[config.mk]
export PLATFORM = sky130hd
export DESIGN_NAME = sat_counter
export DESIGN_NICKNAME = d
export VERILOG_FILES = /design/src/rtl/sat_counter.sv
export SDC_FILE = /design/constraint.sdc
export NUM_CORES = 1
export LEC_CHECK = 0
export ABC_CLOCK_PERIOD_IN_PS = 2400
export CORE_AREA = 4 4 41 43
export DETAILED_ROUTE_END_ITERATION = 8
export DIE_AREA = 0 0 45 47
export HOLD_SLACK_MARGIN = 0.05
export PLACE_DENSITY = 0.71
export SYNTH_ARGS = -nofsm -noshare
export SYNTH_HDL_FRONTEND = slang
export SYNTH_SLANG_ARGS = --single-unit
[constraint.sdc]
create_clock -name clk -period 2.4 [get_ports clk]
set_input_delay 0.48 -clock clk [delete_from_list [all_inputs] [get_ports clk]]
set_output_delay 0.48 -clock clk [all_outputs]
set_load 0.01 [all_outputs]
[src/rtl/sat_counter.sv]
// Saturating event counter with synchronous clear; clear beats increment.
module sat_counter #(
    parameter int W = 8
) (
    input  logic         clk,
    input  logic         rst_n,
    input  logic         clr,
    input  logic         inc,
    output logic [W-1:0] cnt
);

    // Count up on inc, stick at all-ones, clear to zero on clr.
    always_ff @(posedge clk or negedge rst_n) begin
        if (!rst_n) begin
            cnt <= '0;
        end else if (clr) begin
            cnt <= '0;
        end else if (inc && (cnt != {W{1'b1}})) begin
            cnt <= cnt + W'(1'b1);
        end else begin
            cnt <= cnt;
        end
    end

endmodule

==> flow_summary.ini <==
[outcome]
status = finished, final reports clean

[timing]
skew_ns = 0.00399
finalSetupViolCount = 0
hold_viol = 0
worstMarginPinSlew_ns = 0.351
timing.fmax_mhz = 564
rsz0062_at_grt = false
finalCritPeriodShare_pct = 73.9
max_slew_margin_pct = 76.0
min_period_ns = 1.77
hold_ws_ns = 0.507
layout_setup_ws_ns = 0.626
setup_tns_ns = 0
drv_slew = 0

[logic_synthesis]
ys_async_sr_fraction_pct = 100
syn_nets = 54
synthDistinctLibCells = 28
syn_area_um2 = 464
ys.flop_type = dfrtp_1
syn-instance-count = 49
ys_seq_elements = 8
synth_edf_count = 0
syn_avg_cell_area_um2 = 9.47
synthesis.yosys.warnings = 0
yosysSeqAreaShare_pct = 43.1

[route]
wire_per_inst_um = 13.4
dr.pass1.iters = 4
drtAntennaViolNets = 0
viasPerCell = 5.37
drtIter0Drc = 7
drc = 0
wl_mm = 1.02
vias = 408

[layout]
final_layout_size_suffix_gt1_share_pct = 11.5
top_regs = cnt: 8 flops
top_register = cnt
largest_register_ffs = 8
area_growth_pct = 30.7
fin_area_um2 = 607
diodes = 0
nets = 68

[clock_tree]
cts_hold_buffers = 0
clock_latency_ns = 0.25
numCtsBuffers = 3
ctsResizeCount = 0
cts.repair_timing.setup_buffer_count = 0
clock_sinks = 8
cts_root_buf = clkbuf_4
path_clk_slew_ns = 0.05
htreeDepth = 1
clk_path_buf_depth = 2
cts_tree = built

[setup_path]
cp_top_family = buffers and inverters
cp-startpoint = cnt[2]
r2r_cells = 4
path_depth = 1
path_cells = clkdlybuf4s50_1
worstSetupPathType = register to primary output
worstPathMaxFanout = 7
arrival_ns = 1.29
cpMaxStageDelayCell = clkdlybuf4s50_1
crit_buf_inv = 1
timing.rr.start = cnt[0]
cp_slowest_stage_delay_ns = 0.58
worstSetupEndpointType = primary output
r2r_end = cnt[0]
cp-endpoint = cnt[2]
startpoint_type = register
reg2reg_slack_ns = 0.67
worst_ep_required_time_ns = 1.92

[floorplanning]
core.rowCount = 13
pin_count = 12
core_area_um2 = 1300
die_area_um2 = 2120
die_x_um = 45
start_util_pct = 35.7
fp.dieH_um = 47

[job]
drv_cap = 0

[hold_path]
hp-class = input pin to async pin

[pwr]
leakagePower_nw = 0.238
power_w = 0.000276
power_density_nw_per_um2 = 454
vdd_drop_max_v = 0.000338

[grt]
antenna_found_initial = 0
overflow = 0
grt_first_pass_wirelength_mm = 1.67
grt_pass1_vias = 378
gr-usage-all-layers_pct = 11.5
grt_max_degree = 12

[place]
place_area_um2 = 584
gp_congestion = 0.687
dp_slack_ns = 0.473
place.detailed.hpwl_um = 746
io_buffers = 11
-- final cells by class --
class / instances / area, um^2
Fill cell: 136 / 694
Multi-Input combinational cell: 37 / 248
Sequential cell: 8 / 200
Timing Repair Buffer: 11 / 110
Clock buffer: 3 / 22.5
Tap cell: 15 / 18.8
Inverter: 2 / 7.51
-- kinds of logic (layout without fill, tap and decap cells) --
family                     count (synthesis)  count (layout)  synth area share, %
buffers and inverters                      4              16                 3.50
DFF                                        8               8                 43.1
muxes                                      3               3                 7.01
AOI/OAI and AO/OA                          9               9                 12.7
adders and majority gates                  1               1                 2.69
and+or+nand+nor                           24              24                 31.0
-- worst min-delay path by stage --
stage / cells after the start / slack, ns / end / start
after floorplan: 0 / 0.18 / cnt[0] / rst_n
after global placement: 2 / 0.57 / cnt[7] / cnt[7]
after detailed placement: 2 / 0.58 / cnt[7] / cnt[7]
after CTS: 1 / 0.52 / cnt[5] / rst_n
after global routing: 1 / 0.52 / cnt[3] / rst_n
final: 1 / 0.51 / cnt[5] / rst_n
-- cells in the mapped netlist (all sizes together) (2+ instances only) --
cell type | number | area (um^2)
nor3 | 4 | 20.0
a21oi | 3 | 15.0
and4 | 2 | 18.8
nand3 | 3 | 20.0
dfrtp | 8 | 200
inv | 2 | 7.51
mux2 | 2 | 22.5
nor2 | 2 | 7.51
nand2b | 3 | 18.8
nor2b | 3 | 18.8
nand2 | 2 | 7.51
-- through the flow --
stage	cells	util [%]
6_report	76	46.6
5_1_grt	76	46.6
4_1_cts	76	46.6
3_5_place_dp	73	44.9
3_3_place_gp	73	44.9
2_1_floorplan	49	-
-- layer usage --
layer	wire length, um	track usage (%)	share of wire, %
met5	0	0	0
met4	8	1.75	0.79
met3	43	6.90	4.2
met2	477	18.4	47
met1	490	13.6	48
-- placed cells by master (no fill, tap or decap), types with 3 or more instances in the layout --
cell,n
nor3_1,4
a21oi_1,3
nand2b_1,3
nor2b_1,3
dfrtp_1,8
clkbuf_4,3
clkdlybuf4s50_1,11
-- power breakdown --
group | internal [W] | total [W] | switching, W
logic | 0.0000162 | 0.0000310 | 0.0000149
clock network | 0.0000571 | 0.000102 | 0.0000446
registers | 0.000138 | 0.000143 | 0.00000471
No activity file was read; power rests on OpenSTA's default activity.
